<file path="config.mk">
export PLATFORM = sky130hd
export DESIGN_NAME = ex_muldiv
export DESIGN_NICKNAME = d
export VERILOG_FILES = /design/src/rtl/ex_muldiv_pkg.sv /design/src/rtl/ex_muldiv_iter.sv /design/src/rtl/ex_muldiv.sv
export SDC_FILE = /design/constraint.sdc
export NUM_CORES = 1
export LEC_CHECK = 0
export ABC_CLOCK_PERIOD_IN_PS = 13500
export CORE_MARGIN = 2
export CORE_UTILIZATION = 31
export DETAILED_ROUTE_END_ITERATION = 8
export GPL_TIMING_DRIVEN = 0
export SLEW_MARGIN = 20
export SYNTH_ARGS = -nofsm -noshare
export SYNTH_HDL_FRONTEND = slang
export SYNTH_SLANG_ARGS = --single-unit
</file>
<file path="constraint.sdc">
create_clock -name vclk -period 13.5
set_input_delay 3.375 -clock vclk [all_inputs]
set_output_delay 3.375 -clock vclk [all_outputs]
set_load 0.01 [all_outputs]
</file>
<file path="src/rtl/ex_muldiv_pkg.sv">
// Shared opcode classes, funct3/funct7 codes and EX FSM encodings for ex_muldiv.
package ex_muldiv_pkg;

    localparam int unsigned ALUOP_W  = 8;
    localparam int unsigned ALUFUN_W = 3;
    localparam int unsigned FUNCT7_W = 7;

    typedef logic [ALUOP_W-1:0]  AluOpBus;
    typedef logic [ALUFUN_W-1:0] AluFunBus;

    // Instruction classes (RV32 major opcodes)
    localparam AluOpBus EXE_NOP   = 8'h00;
    localparam AluOpBus EXE_ORI   = 8'h13;
    localparam AluOpBus EXE_OR    = 8'h33;
    localparam AluOpBus EXE_LUI   = 8'h37;
    localparam AluOpBus EXE_AUIPC = 8'h17;

    // Base integer funct3
    localparam AluFunBus FUN_ADD  = 3'd0;
    localparam AluFunBus FUN_SLL  = 3'd1;
    localparam AluFunBus FUN_SLT  = 3'd2;
    localparam AluFunBus FUN_SLTU = 3'd3;
    localparam AluFunBus FUN_XOR  = 3'd4;
    localparam AluFunBus FUN_SR   = 3'd5;
    localparam AluFunBus FUN_OR   = 3'd6;
    localparam AluFunBus FUN_AND  = 3'd7;

    // M extension funct3
    localparam AluFunBus FUN_MUL    = 3'd0;
    localparam AluFunBus FUN_MULH   = 3'd1;
    localparam AluFunBus FUN_MULHSU = 3'd2;
    localparam AluFunBus FUN_MULHU  = 3'd3;
    localparam AluFunBus FUN_DIV    = 3'd4;
    localparam AluFunBus FUN_DIVU   = 3'd5;
    localparam AluFunBus FUN_REM    = 3'd6;
    localparam AluFunBus FUN_REMU   = 3'd7;

    localparam logic [FUNCT7_W-1:0] FUNCT7_MULDIV = 7'b0000001;

    typedef enum logic [1:0] {
        EX_IDLE = 2'd0,
        EX_BUSY = 2'd1,
        EX_DONE = 2'd2
    } ex_state_e;

    // Operand A is treated as two's complement
    function automatic logic fun_a_signed(input AluFunBus f);
        return (f == FUN_MULH) || (f == FUN_MULHSU) || (f == FUN_DIV) || (f == FUN_REM);
    endfunction

    // Operand B is treated as two's complement
    function automatic logic fun_b_signed(input AluFunBus f);
        return (f == FUN_MULH) || (f == FUN_DIV) || (f == FUN_REM);
    endfunction

endpackage

</file>
<file path="src/rtl/ex_muldiv_iter.sv">
// Iterative radix-2 multiply / restoring divide on operand magnitudes, with sign fix-up
// applied on the final step so the result register only ever holds a finished value.
module ex_muldiv_iter
    import ex_muldiv_pkg::*;
#(
    parameter int unsigned XLEN = 32
) (
    input  logic            clk,
    input  logic            rst,
    input  logic            i_start,
    input  logic            i_flush,
    input  AluFunBus        i_fun,
    input  logic [XLEN-1:0] i_op_a,
    input  logic [XLEN-1:0] i_op_b,
    output logic            o_busy,
    output logic            o_done_c,
    output logic            o_special_c,
    output logic [XLEN-1:0] o_result
);

    localparam int unsigned CNT_W = (XLEN > 1) ? $clog2(XLEN) : 1;

    logic [CNT_W-1:0] r_cnt;
    logic             r_busy;
    logic [XLEN-1:0]  r_hi;
    logic [XLEN-1:0]  r_lo;
    logic [XLEN-1:0]  r_opb;
    AluFunBus         r_fun;
    logic             r_neg;
    logic [XLEN-1:0]  r_result;

    logic              w_a_neg, w_b_neg, w_neg, w_div_zero, w_ovf;
    logic [XLEN-1:0]   w_a_mag, w_b_mag, w_special_res;
    logic [XLEN:0]     w_sum, w_rsh;
    logic [XLEN-1:0]   w_diff, w_hi_n, w_lo_n, w_quo, w_rem, w_final;
    logic              w_qbit;
    logic [2*XLEN-1:0] w_prod, w_prod_fix;

    // Operand magnitudes, result sign and the divide corner cases at issue
    always_comb begin
        w_a_neg    = fun_a_signed(i_fun) && i_op_a[XLEN-1];
        w_b_neg    = fun_b_signed(i_fun) && i_op_b[XLEN-1];
        w_a_mag    = w_a_neg ? -i_op_a : i_op_a;
        w_b_mag    = w_b_neg ? -i_op_b : i_op_b;
        w_neg      = (i_fun[2] && i_fun[1]) ? w_a_neg : (w_a_neg ^ w_b_neg);
        w_div_zero = i_fun[2] && (i_op_b == '0);
        w_ovf      = ((i_fun == FUN_DIV) || (i_fun == FUN_REM)) &&
                     (i_op_a == {1'b1, {(XLEN-1){1'b0}}}) && (&i_op_b);
        w_special_res = '0;
        if (w_div_zero) begin
            w_special_res = i_fun[1] ? i_op_a : '1;
        end else if (w_ovf) begin
            w_special_res = i_fun[1] ? '0 : i_op_a;
        end
    end

    // One shift-add (multiply) or restoring-subtract (divide) step
    always_comb begin
        w_sum  = '0;
        w_rsh  = '0;
        w_diff = '0;
        w_qbit = 1'b0;
        w_hi_n = r_hi;
        w_lo_n = r_lo;
        if (!r_fun[2]) begin
            w_sum  = {1'b0, r_hi} + (r_lo[0] ? {1'b0, r_opb} : '0);
            w_hi_n = w_sum[XLEN:1];
            w_lo_n = {w_sum[0], r_lo[XLEN-1:1]};
        end else begin
            w_rsh  = {r_hi, r_lo[XLEN-1]};
            w_diff = XLEN'(w_rsh - {1'b0, r_opb});
            w_qbit = (w_rsh >= {1'b0, r_opb});
            w_hi_n = w_qbit ? w_diff : w_rsh[XLEN-1:0];
            w_lo_n = {r_lo[XLEN-2:0], w_qbit};
        end
    end

    // Sign fix-up and result selection for the last step
    always_comb begin
        w_prod     = {w_hi_n, w_lo_n};
        w_prod_fix = r_neg ? -w_prod : w_prod;
        w_quo      = r_neg ? -w_lo_n : w_lo_n;
        w_rem      = r_neg ? -w_hi_n : w_hi_n;
        case (r_fun)
            FUN_MUL:                         w_final = w_prod_fix[XLEN-1:0];
            FUN_MULH, FUN_MULHSU, FUN_MULHU: w_final = w_prod_fix[2*XLEN-1:XLEN];
            FUN_DIV, FUN_DIVU:               w_final = w_quo;
            default:                         w_final = w_rem;
        endcase
    end

    // Iteration state: load on start, step while busy, abort on flush
    always_ff @(posedge clk) begin
        if (rst) begin
            r_busy   <= 1'b0;
            r_cnt    <= '0;
            r_hi     <= '0;
            r_lo     <= '0;
            r_opb    <= '0;
            r_fun    <= FUN_MUL;
            r_neg    <= 1'b0;
            r_result <= '0;
        end else if (i_flush) begin
            r_busy <= 1'b0;
        end else if (i_start) begin
            if (w_div_zero || w_ovf) begin
                r_busy   <= 1'b0;
                r_result <= w_special_res;
            end else begin
                r_busy <= 1'b1;
                r_cnt  <= CNT_W'(XLEN - 1);
                r_fun  <= i_fun;
                r_neg  <= w_neg;
                r_hi   <= '0;
                r_lo   <= i_fun[2] ? w_a_mag : w_b_mag;
                r_opb  <= i_fun[2] ? w_b_mag : w_a_mag;
            end
        end else if (r_busy) begin
            r_hi  <= w_hi_n;
            r_lo  <= w_lo_n;
            r_cnt <= r_cnt - CNT_W'(1);
            if (r_cnt == '0) begin
                r_busy   <= 1'b0;
                r_result <= w_final;
            end
        end
    end

    assign o_busy      = r_busy;
    assign o_done_c    = r_busy && (r_cnt == '0);
    assign o_special_c = w_div_zero || w_ovf;
    assign o_result    = r_result;

endmodule

</file>
<file path="src/rtl/ex_muldiv.sv">
// RV32/64 execute stage: single-cycle ALU with N-channel bypass, plus an iterative
// M-extension unit that stalls the pipeline. The M unit exists only when EX_MULDIV_EN
// is defined; otherwise M ops retire as non-writing bubbles and clk is unused.
module ex_muldiv
    import ex_muldiv_pkg::*;
#(
    parameter int unsigned XLEN    = 32,
    parameter int unsigned NUM_FWD = 2,
    parameter int unsigned REG_AW  = 5
) (
    input  logic                      clk,
    input  logic                      rst,
    input  AluOpBus                   aluop_i,
    input  AluFunBus                  alufun_i,
    input  logic [XLEN-1:0]           reg1_i,
    input  logic [XLEN-1:0]           reg2_i,
    input  logic                      reg1_re,
    input  logic                      reg2_re,
    input  logic [REG_AW-1:0]         reg1_i_addr,
    input  logic [REG_AW-1:0]         reg2_i_addr,
    input  logic [XLEN-1:0]           imm_i,
    input  logic [XLEN-1:0]           pc_i,
    input  logic [REG_AW-1:0]         wd_i,
    input  logic                      wreg_i,
    input  logic [NUM_FWD-1:0]        fwd_we_i,
    input  logic [NUM_FWD*REG_AW-1:0] fwd_wd_i,
    input  logic [NUM_FWD*XLEN-1:0]   fwd_data_i,
    input  logic                      hold_i,
    input  logic                      flush_i,
    output logic [REG_AW-1:0]         wd_o,
    output logic                      wreg_o,
    output logic [XLEN-1:0]           wdata_o,
    output logic                      ex_stall
);

    localparam int unsigned SHW = $clog2(XLEN);

    logic [XLEN-1:0] w_op1, w_op2, w_b, w_alu, w_wdata;
    logic [6:0]      w_funct7;
    logic [SHW-1:0]  w_shamt;
    logic            w_is_r, w_is_m, w_alu_ok, w_wreg, w_stall;

    // Bypass: scan oldest to youngest so the lowest-index match wins
    always_comb begin
        w_op1 = reg1_i;
        w_op2 = reg2_i;
        for (int i = int'(NUM_FWD) - 1; i >= 0; i--) begin
            if (fwd_we_i[i] && reg1_re && (reg1_i_addr != '0) &&
                (fwd_wd_i[i*REG_AW +: REG_AW] == reg1_i_addr)) begin
                w_op1 = fwd_data_i[i*XLEN +: XLEN];
            end
            if (fwd_we_i[i] && reg2_re && (reg2_i_addr != '0) &&
                (fwd_wd_i[i*REG_AW +: REG_AW] == reg2_i_addr)) begin
                w_op2 = fwd_data_i[i*XLEN +: XLEN];
            end
        end
    end

    // Single-cycle integer ALU
    always_comb begin
        w_funct7 = imm_i[11:5];
        w_is_r   = (aluop_i == EXE_OR);
        w_is_m   = w_is_r && (w_funct7 == FUNCT7_MULDIV);
        w_b      = w_is_r ? w_op2 : imm_i;
        w_shamt  = w_b[SHW-1:0];
        w_alu    = '0;
        w_alu_ok = 1'b1;
        case (aluop_i)
            EXE_ORI, EXE_OR: begin
                case (alufun_i)
                    FUN_ADD:  w_alu = (w_is_r && w_funct7[5]) ? (w_op1 - w_b) : (w_op1 + w_b);
                    FUN_SLL:  w_alu = w_op1 << w_shamt;
                    FUN_SLT:  w_alu = {{(XLEN-1){1'b0}}, ($signed(w_op1) < $signed(w_b))};
                    FUN_SLTU: w_alu = {{(XLEN-1){1'b0}}, (w_op1 < w_b)};
                    FUN_XOR:  w_alu = w_op1 ^ w_b;
                    FUN_SR:   w_alu = w_funct7[5] ? XLEN'($signed(w_op1) >>> w_shamt)
                                                  : (w_op1 >> w_shamt);
                    FUN_OR:   w_alu = w_op1 | w_b;
                    default:  w_alu = w_op1 & w_b;
                endcase
            end
            EXE_LUI:   w_alu = imm_i;
            EXE_AUIPC: w_alu = pc_i + imm_i;
            default: begin
                w_alu    = '0;
                w_alu_ok = 1'b0;
            end
        endcase
    end

`ifdef EX_MULDIV_EN
    ex_state_e       r_state, w_state_nxt;
    logic            w_start, w_iter_busy, w_iter_done, w_iter_special;
    logic [XLEN-1:0] w_iter_result;
    logic            w_unused_ok;

    assign w_unused_ok = w_iter_busy;

    ex_muldiv_iter #(
        .XLEN (XLEN)
    ) u_muldiv_iter (
        .clk         (clk),
        .rst         (rst),
        .i_start     (w_start),
        .i_flush     (flush_i),
        .i_fun       (alufun_i),
        .i_op_a      (w_op1),
        .i_op_b      (w_op2),
        .o_busy      (w_iter_busy),
        .o_done_c    (w_iter_done),
        .o_special_c (w_iter_special),
        .o_result    (w_iter_result)
    );

    // FSM state register
    always_ff @(posedge clk) begin
        if (rst) begin
            r_state <= EX_IDLE;
        end else begin
            r_state <= w_state_nxt;
        end
    end

    // FSM next state, issue strobe and stage result selection
    always_comb begin
        w_state_nxt = r_state;
        w_start     = 1'b0;
        w_stall     = 1'b0;
        w_wdata     = w_alu;
        w_wreg      = wreg_i && w_alu_ok;
        case (r_state)
            EX_IDLE: begin
                if (w_is_m) begin
                    w_wdata = '0;
                    w_wreg  = 1'b0;
                    if (!flush_i) begin
                        w_start     = 1'b1;
                        w_stall     = 1'b1;
                        w_state_nxt = w_iter_special ? EX_DONE : EX_BUSY;
                    end
                end
            end
            EX_BUSY: begin
                w_wdata = '0;
                w_wreg  = 1'b0;
                w_stall = 1'b1;
                if (w_iter_done) begin
                    w_state_nxt = EX_DONE;
                end
            end
            EX_DONE: begin
                w_wdata = w_iter_result;
                w_wreg  = wreg_i;
                if (!hold_i) begin
                    w_state_nxt = EX_IDLE;
                end
            end
            default: w_state_nxt = EX_IDLE;
        endcase
        if (flush_i) begin
            w_state_nxt = EX_IDLE;
            w_stall     = 1'b0;
        end
    end
`else
    logic w_unused_ok;

    assign w_unused_ok = clk ^ hold_i;

    // M ops retire as non-writing bubbles
    always_comb begin
        w_stall = 1'b0;
        w_wdata = w_is_m ? '0 : w_alu;
        w_wreg  = wreg_i && w_alu_ok && !w_is_m;
    end
`endif

    assign wd_o     = rst ? '0 : wd_i;
    assign wdata_o  = rst ? '0 : w_wdata;
    assign wreg_o   = !rst && !flush_i && w_wreg;
    assign ex_stall = !rst && w_stall;

endmodule

</file>
==> metrics.md <==
| Metric | Value |
|---|---|
| Die height | `roughly 210 µm` |
| Hold crit path type | `in -> out` |
| Minimum hold slack | `7.73 ns` |
| Buffers on Ports | `about 270` |
| Syn_nets | `2551` |
| FFs & Latches | `0` |
| Post-synthesis cell count | `~2200` |
| Final nets | `around 2800` |
| Critical path fanouts, max | `20` |
| Crit path kind | `in -> out` |
| WL/cell | `between 30 and 40 µm` |
| Initial DRC count | `around 2500` |
| Period utilization | `~100%` |
| Syn avg cell area | `approximately 6.2 µm²` |
| Pins over their slew limit | `0` |
| TritonRoute pass-1 iters | `9` |
| First-pass GRT wire length | `140 mm` |
| Vias per inst | `~6.6` |
| Post-DRT Antenna Nets | `0` |
| Synth Cell Area | `between 10000 and 15000 µm²` |
| IO Pins | `between 200 and 300` |
| Worst path arrival time | `approximately 10 ns` |
| Post-synthesis sequential area ratio | `0%` |
| Register Area | `0 µm²` |
| Site row count | `between 70 and 80` |
| Commonest non-fill, non-tap cell in the layout | `clkdlybuf4s50_1` |
| Syn-to-layout area delta | `27.7%` |
| WP data required | `~10 ns` |
| Crit path time final | `between 10 and 15 ns` |
| Yosys top cell by area | `ha_1` |
| Critical Path Start Type | `input port` |
| Final WL | `around 100 mm` |
| Largest cells by area after synthesis | `ha_1, o21ai_0, nand2_1, a21oi_1, nand3_1` |
| Final hold viol count | `0` |
| DRC viols | `0` |
| Die ar. | `45400 µm²` |
| Initial Util | `a little under a third` |
| Hpwl dp | `between 80 and 90 mm` |
| GRT overflow | `0` |
| Most frequent cells in the layout | `clkdlybuf4s50_1, nand2_1, o21ai_0` |
| Post-synth top area share | `11.8%` |
| F_max | `74.3 MHz` |
| Filler Cell Count | `around 4700` |
| Antenna violations before repair | `2` |
| GRT Total Usage | `43.0%` |
| Largest net degree at the start of global routing | `22` |
| Slew HR | `roughly an eighth` |
| Setup crit end kind | `output pin` |
| Placement Cell Area | `between 15000 and 20000 µm²` |
| Vias in the first global route | `about 19000` |
| Share of layout cells above drive strength 1 | `approximately 6.8%` |
| Design area | `roughly 17000 µm²` |
| Placer Congestion | `roughly 1.1` |
| Die width | `213 µm` |
| Status | `finished clean` |
| Worst Tran Pin Value | `approximately 1.3 ns` |
| Yosys warns | `0` |
| Max-cap violations | `0` |
| Via count | `just over 20000` |
| Unique cell type count in the Yosys netlist | `between 90 and 100` |
| Clk_buf instances | `0` |
| Core Footprint | `approximately 43000 µm²` |
| Final setup fails | `0` |
[cell families after synthesis]
logic type / after synthesis / share of synthesized area (%)
buffers and inverters: 292 / 8.86
AOI/OAI and AO/OA: 837 / 41.2
adders and majority gates: 131 / 12.3
muxes: 81 / 6.25
other: 1 / 0.0277
and+or+nand+nor: 784 / 27.7
xor gates and xnor gates: 57 / 3.68
[what timing repair did]
item,in CTS,in global routing
pin swaps,1,1
resized for setup,28,39
endpoints found under the setup margin,28,22
buffers inserted,2,4
hold buffers,0,0
[critical path, stage by stage]
cell and delay (ns):
clkdlybuf4s50_1 0.57, xor2_1 0.21, or4_4 0.59, o21ai_1 0.36, o211a_2 0.47, clkbuf_4 0.39, buf_4 0.37, ha_1 0.35
a211o_1 0.23, a2111oi_4 0.11, o31ai_2 0.37, a41oi_2 0.25, nor3b_1 0.46, a22oi_1 0.20, o211ai_1 0.35, xnor2_1 0.21
a2bb2oi_1 0.12, a31oi_2 0.39, a21o_1 0.15, clkdlybuf4s50_1 0.53
[final timing paths]
check,from,to,slack (ns),depth (start not counted)
setup / recovery,reg2_i_addr[4],wdata_o[30],0.04,20
hold / removal,wd_i[1],wd_o[1],7.73,3
[metal layers]
layer	track usage [%]	part of all wire, %	routed length (µm)	vias to the layer above
met3	10.3	11	10900	320
met4	30.6	9.1	9130	4
li1	-	-	-	8769
met1	53.0	38	38400	9690
met5	0	0.026	26	-
met2	65.4	42	41800	1391
[stage by stage]
stage / utilization (%) / TNS [ns] / instances / setup WS (ns)
final: 40.2 / 0 / 3041 / 0.0446
after global routing: 40.2 / -0.00967 / 3040 / -0.00789
after CTS: 39.9 / 0 / 3037 / 0.000541
after detailed placement: 39.6 / -31.17 / 3041 / -1.94
after global placement: 39.5 / -34.23 / 3040 / -2.09
after floorplan: - / 0 / 2183 / 2.00
[synthesized netlist by cell type, types with 16 or more instances]
cell and number:
nand2_1 229, o21ai_0 205, nor2_1 176, a21oi_1 155
nand3_1 135, ha_1 128, inv_1 113, clkbuf_1 109
mux2i_1 61, o31ai_1 52, nand4_1 48, a31oi_1 46
nor3_1 44, o211ai_1 43, nor4_1 39, xnor2_1 39
buf_2 38, a211oi_1 31, a21o_1 31, o22ai_1 30
o21ai_1 27, o21a_1 26, a22oi_1 23, or3_1 23
mux2_2 19, nand2b_1 19, xor2_1 18, a22o_1 17
buf_1 17, nor2b_1 16
[layout make-up]
type                       count  area, µm²  share of cell area [%]
tap                          585        732                    4.23
timing repair buffer         279       2780                    16.1
multi-input combinational   1891      12600                    72.6
antenna                        1       2.50                  0.0145
buffer                       166        778                    4.50
inverter                     119        452                    2.61
